[src/rtl/apb_pkg.sv]
// Shared definitions for the APB master bridge: FSM state encoding and the
// SPI-master register map it usually talks to.
package apb_pkg;

  localparam logic [1:0] IDLE   = 2'd0;
  localparam logic [1:0] SETUP  = 2'd1;
  localparam logic [1:0] ACCESS = 2'd2;
  localparam logic [1:0] RESP   = 2'd3;

  typedef enum logic [1:0] {
    S_IDLE   = IDLE,
    S_SETUP  = SETUP,
    S_ACCESS = ACCESS,
    S_RESP   = RESP
  } apb_state_e;

  localparam logic [7:0] SPI_REG_CMD   = 8'h00;
  localparam logic [7:0] SPI_REG_ADDR  = 8'h04;
  localparam logic [7:0] SPI_REG_LEN   = 8'h08;
  localparam logic [7:0] SPI_REG_WDATA = 8'h0c;
  localparam logic [7:0] SPI_REG_RDATA = 8'h10;
  localparam logic [7:0] SPI_REG_CTRL  = 8'h14;

endpackage

[src/rtl/apb_master_bridge.sv]
// Request/response stream to APB3 initiator, one transfer in flight.
// Optional ACCESS watchdog enabled by defining APB_MASTER_TIMEOUT_EN.
//
// state  | meaning
// IDLE   | req_ready_o high, waiting for a request
// SETUP  | psel high for one cycle, penable low
// ACCESS | psel and penable high until pready (or watchdog expiry)
// RESP   | rsp_valid_o high until the consumer takes it
module apb_master_bridge
  import apb_pkg::*;
#(
  parameter int ADDR_W      = 32,
  parameter int DATA_W      = 32,
  parameter int TIMEOUT_CYC = 255
) (
  input  logic              pclk_i,
  input  logic              prstn_i,
  input  logic              req_valid_i,
  output logic              req_ready_o,
  input  logic              req_write_i,
  input  logic [ADDR_W-1:0] req_addr_i,
  input  logic [DATA_W-1:0] req_wdata_i,
  output logic              rsp_valid_o,
  input  logic              rsp_ready_i,
  output logic [DATA_W-1:0] rsp_rdata_o,
  output logic              rsp_err_o,
  output logic [ADDR_W-1:0] paddr_o,
  output logic              pwrite_o,
  output logic              psel_o,
  output logic              penable_o,
  output logic [DATA_W-1:0] pwdata_o,
  input  logic [DATA_W-1:0] prdata_i,
  input  logic              pready_i,
  input  logic              pslverr_i
);

  apb_state_e        state_q;
  logic [ADDR_W-1:0] paddr_q;
  logic              pwrite_q;
  logic              psel_q;
  logic              penable_q;
  logic [DATA_W-1:0] pwdata_q;
  logic              rsp_valid_q;
  logic [DATA_W-1:0] rsp_rdata_q;
  logic              rsp_err_q;

`ifdef APB_MASTER_TIMEOUT_EN
  localparam int TMO_W = (TIMEOUT_CYC < 2) ? 1 : $clog2(TIMEOUT_CYC + 1);
  localparam logic [TMO_W-1:0] TMO_LAST = TMO_W'(TIMEOUT_CYC - 1);
  logic [TMO_W-1:0] tmo_q;
`endif

  always_ff @(posedge pclk_i) begin
    if (!prstn_i) begin
      state_q     <= S_IDLE;
      paddr_q     <= '0;
      pwrite_q    <= 1'b0;
      psel_q      <= 1'b0;
      penable_q   <= 1'b0;
      pwdata_q    <= '0;
      rsp_valid_q <= 1'b0;
      rsp_rdata_q <= '0;
      rsp_err_q   <= 1'b0;
`ifdef APB_MASTER_TIMEOUT_EN
      tmo_q       <= '0;
`endif
    end else begin
      case (state_q)
        S_IDLE: begin
          if (req_valid_i) begin
            paddr_q  <= {req_addr_i[ADDR_W-1:2], 2'b00};
            pwrite_q <= req_write_i;
            pwdata_q <= req_wdata_i;
            psel_q   <= 1'b1;
            state_q  <= S_SETUP;
          end
        end
        S_SETUP: begin
          penable_q <= 1'b1;
          state_q   <= S_ACCESS;
`ifdef APB_MASTER_TIMEOUT_EN
          tmo_q     <= '0;
`endif
        end
        S_ACCESS: begin
          // pready wins over a watchdog expiry in the same cycle
          if (pready_i) begin
            rsp_rdata_q <= pwrite_q ? '0 : prdata_i;
            rsp_err_q   <= pslverr_i;
            psel_q      <= 1'b0;
            penable_q   <= 1'b0;
            rsp_valid_q <= 1'b1;
            state_q     <= S_RESP;
          end
`ifdef APB_MASTER_TIMEOUT_EN
          else if (tmo_q == TMO_LAST) begin
            rsp_rdata_q <= '0;
            rsp_err_q   <= 1'b1;
            psel_q      <= 1'b0;
            penable_q   <= 1'b0;
            rsp_valid_q <= 1'b1;
            state_q     <= S_RESP;
          end else begin
            tmo_q <= tmo_q + 1'b1;
          end
`endif
        end
        S_RESP: begin
          if (rsp_ready_i) begin
            rsp_valid_q <= 1'b0;
            state_q     <= S_IDLE;
          end
        end
        default: state_q <= S_IDLE;
      endcase
    end
  end

  assign req_ready_o = (state_q == S_IDLE);
  assign rsp_valid_o = rsp_valid_q;
  assign rsp_rdata_o = rsp_rdata_q;
  assign rsp_err_o   = rsp_err_q;
  assign paddr_o     = paddr_q;
  assign pwrite_o    = pwrite_q;
  assign psel_o      = psel_q;
  assign penable_o   = penable_q;
  assign pwdata_o    = pwdata_q;

endmodule

[config.mk]
export PLATFORM = sky130hd
export DESIGN_NAME = apb_master_bridge
export DESIGN_NICKNAME = d
export VERILOG_FILES = /design/src/rtl/apb_pkg.sv /design/src/rtl/apb_master_bridge.sv
export SDC_FILE = /design/constraint.sdc
export NUM_CORES = 1
export LEC_CHECK = 0
export CORE_ASPECT_RATIO = 1.25
export CORE_MARGIN = 2
export CORE_UTILIZATION = 40
export DETAILED_ROUTE_END_ITERATION = 8
export HOLD_SLACK_MARGIN = 0.12
export PLACE_DENSITY = 0.8
export SYNTH_ARGS = -nofsm -noshare
export SYNTH_HDL_FRONTEND = slang
export SYNTH_SLANG_ARGS = --single-unit
[constraint.sdc]
create_clock -name pclk_i -period 1.6 [get_ports pclk_i]
set_input_delay 0.4 -clock pclk_i [delete_from_list [all_inputs] [get_ports pclk_i]]
set_output_delay 0.4 -clock pclk_i [all_outputs]
set_load 0.02 [all_outputs]
==> reports/metrics.yaml <==
status:
  outcome: "finished clean"
logic_synthesis:
  syn_area_mm2: 0.00410
  ys_seq_area_share_pct: 49.3
  synth.avg_cell_area_um2: 8.80
  synthCells: 466
  synth_warnings: 0
  synth_area_leaders: "dfxtp_1 (49%), nand2_1 (15%), a21boi_1 (11%)"
  ys_ff_latch: 101
  synth.largest_area_cell: "dfxtp_1"
  ys_types: 29
  synth_top_area_share_pct: 49.3
die:
  coreArea_mm2: 0.0101
  initial_core_util_pct: 40.8
  dieHeight_um: 117
  rows: 41
  die-area_mm2: 0.0111
  die_w_um: 94.6
  io-pin-count: 205
drt:
  drt-total-wl_um: 11400
  drt_pass1_iterations: 4
  vias: 3875
  vias_per_cell: 4.89
  drtIter0Drc: 124
  routedWlPerCell_um: 14.4
  drc_errors: 0
  ant_nets: 0
global_route:
  grt_remaining_overflow: 0
  grt_pass1_vias: 3703
  antenna_found_initial: 0
  grt_pass1_wl_um: 17900
  track_usage_pct: 20.2
  grt_max_degree: 46
clocking:
  cts_resized: 103
  ctsHoldBuffers: 0
  clockBufferDepth: 2
  clkSlewWorstSetupHoldPaths_ps: 70
  clock_latency_ps: 330
  numCtsBuffers: 9
  cts_tree: "built"
  numClockSinks: 101
  post-cts-setup-buffer-count: 0
  htreeDepth: 3
  cts_root_buffer: "clkbuf_16"
worst_setup_path:
  crit_chain: "inv_1, ha_2, buf_2"
  critPathKind: "reg2out"
  rr_startpoint: "state_q[0]"
  cpPeakStageDelay_ps: 310
  end_kind: "primary output"
  worstPathArrival_ps: 1130
  start_kind: "flop"
  cp_max_fo: 5
  cp_slowest_cell: "dfxtp_1"
  crit_start: "state_q[0]"
  cp_data_required_time_ps: 1200
cells_and_area:
  syn_to_final_growth_pct: 58.0
  fin_util_pct: 64.5
  n_antenna_cell: 0
  drive_above_1_share_pct: 7.08
  layout.nets: 768
hold_path:
  hold_path.class: "in2reg"
  hp-start: "prstn_i"
timing:
  hold_ws_ps: 438
  finalClockSkew_ps: 5.74
  final.setup.worst_slack_ps: 69.5
  min_period_ps: 1530
  grt_setup_unrepaired: "false"
  drv_slew: 0
  max_freq_mhz: 653
  hold_violations: 0
  post-route-period-util_pct: 95.7
  setup_viol: 0
power:
  pwr_density_cell_mw_per_mm2: 1330
  clockPowerShare_pct: 25.3
  combPwrFrac_pct: 38.2
  switching_power_mw: 3.02
  seq_power_share_pct: 36.5
  vdd_ir_drop_max_mv: 0.643
  cellInternalPower_mw: 5.62
  p_leak_nw: 2.83
  switching_share_pct: 34.9
place:
  place_ws_ps: -143
  io_buffer_count: 200
  dp.final_hpwl_um: 8240
  place_congestion: 0.735
job:
  max-cap-violations: 0
==> state kept, by name, indices dropped and copies added (netlist names) <==
signal	flops
rsp_valid_o	1
state_q	2
rsp_err_o	1
rsp_rdata_o	32
penable_o	1
psel_o	1
pwrite_o	1
pwdata_o	32
paddr_o	30
==> Yosys cell counts <==
| cell type | instances |
|---|---|
| and2b_1 | 1 |
| ha_1 | 6 |
| mux2i_1 | 2 |
| o32ai_1 | 1 |
| nand3_1 | 1 |
| clkbuf_1 | 13 |
| o31a_1 | 1 |
| o211a_1 | 1 |
| dfxtp_1 | 101 |
| or2_2 | 1 |
| o21ai_0 | 1 |
| a32oi_1 | 1 |
| and2_1 | 1 |
| o21a_1 | 1 |
| nand2b_1 | 1 |
| nor2b_1 | 2 |
| nand2_1 | 168 |
| a21boi_1 | 60 |
| inv_2 | 1 |
| a21boi_0 | 36 |
| buf_4 | 4 |
| buf_2 | 22 |
| nor3_1 | 1 |
| conb_1 | 1 |
| a221oi_4 | 1 |
| inv_1 | 3 |
| buf_6 | 1 |
| nand4b_1 | 32 |
| mux2_2 | 1 |
==> worst max-delay path, delay by kind of cell, from the launching register on <==
family	cells	cell delay (ps)
flops	1	310
fa+ha+maj	1	220
buf+inv	2	260
==> cell families (layout without fill, tap and decap cells) <==
group,after synthesis,after routing,share of synthesized area (%)
simple gates,208,208,23.4
fa+ha+maj,6,6,1.83
buf+inv,44,241,5.25
compound gates,103,103,19.4
other cells,1,2,0.0914
mux,3,3,0.762
flops,101,101,49.3
==> layer usage <==
metal,share of wire (%),up-vias,global-route usage (%)
met5,0,-,0
met4,1.3,0,6.09
met3,7.8,10,6.34
met2,51,121,37.2
met1,40,1809,22.1
li1,-,1935,-
==> power groups by stage <==
stage	clock network (mW)	logic, mW	registers, mW
after floorplan	0	1.42	3.73
after global placement	0	3.53	3.20
after detailed placement	0	3.61	3.23
after CTS	2.24	3.33	3.16
after global routing	2.35	3.61	3.21
final	2.19	3.30	3.15
==> cells in the final DEF, fill, tap and decap left out, types with 2 or more instances in the layout <==
master / instances
nand2_1: 167
dfxtp_1: 101
clkdlybuf4s50_1: 99
dlygate4sd2_1: 99
a21boi_1: 60
a21boi_0: 36
nand4b_1: 32
buf_4: 15
clkbuf_16: 9
buf_12: 6
inv_1: 3
ha_2: 3
ha_1: 3
nor2b_1: 2
mux2i_1: 2
conb_1: 2
clkinvlp_4: 2
buf_2: 2
==> cell type report <==
type | instances | area, µm²
Fill cell | 854 | 3570
Timing Repair Buffer | 221 | 2100
Sequential cell | 101 | 2020
Multi-Input combinational cell | 322 | 1880
Clock buffer | 11 | 243
Tap cell | 129 | 161
Clock inverter | 5 | 58.8
Inverter | 4 | 15.0
==> through the flow <==
step | std cells | TNS, ps | power [mW] | area (µm²)
CTS | 793 | 0 | 8.72 | 6470
floorplan | 467 | 0 | 5.15 | 4110
finish | 793 | 0 | 8.64 | 6480
global route | 793 | 0 | 9.17 | 6480
global placement | 777 | -3550 | 6.73 | 6300
detailed placement | 777 | -5480 | 6.84 | 6300
==> final timing paths <==
kind,endpoint,cells after the start,slack (ps)
setup / recovery,req_ready_o,3,70
setup reg to reg,psel_o,6,140
hold reg to reg,paddr_o[20],2,450
hold / removal,paddr_o[3],2,440
Note: power is estimated with default switching activity, not from simulation.
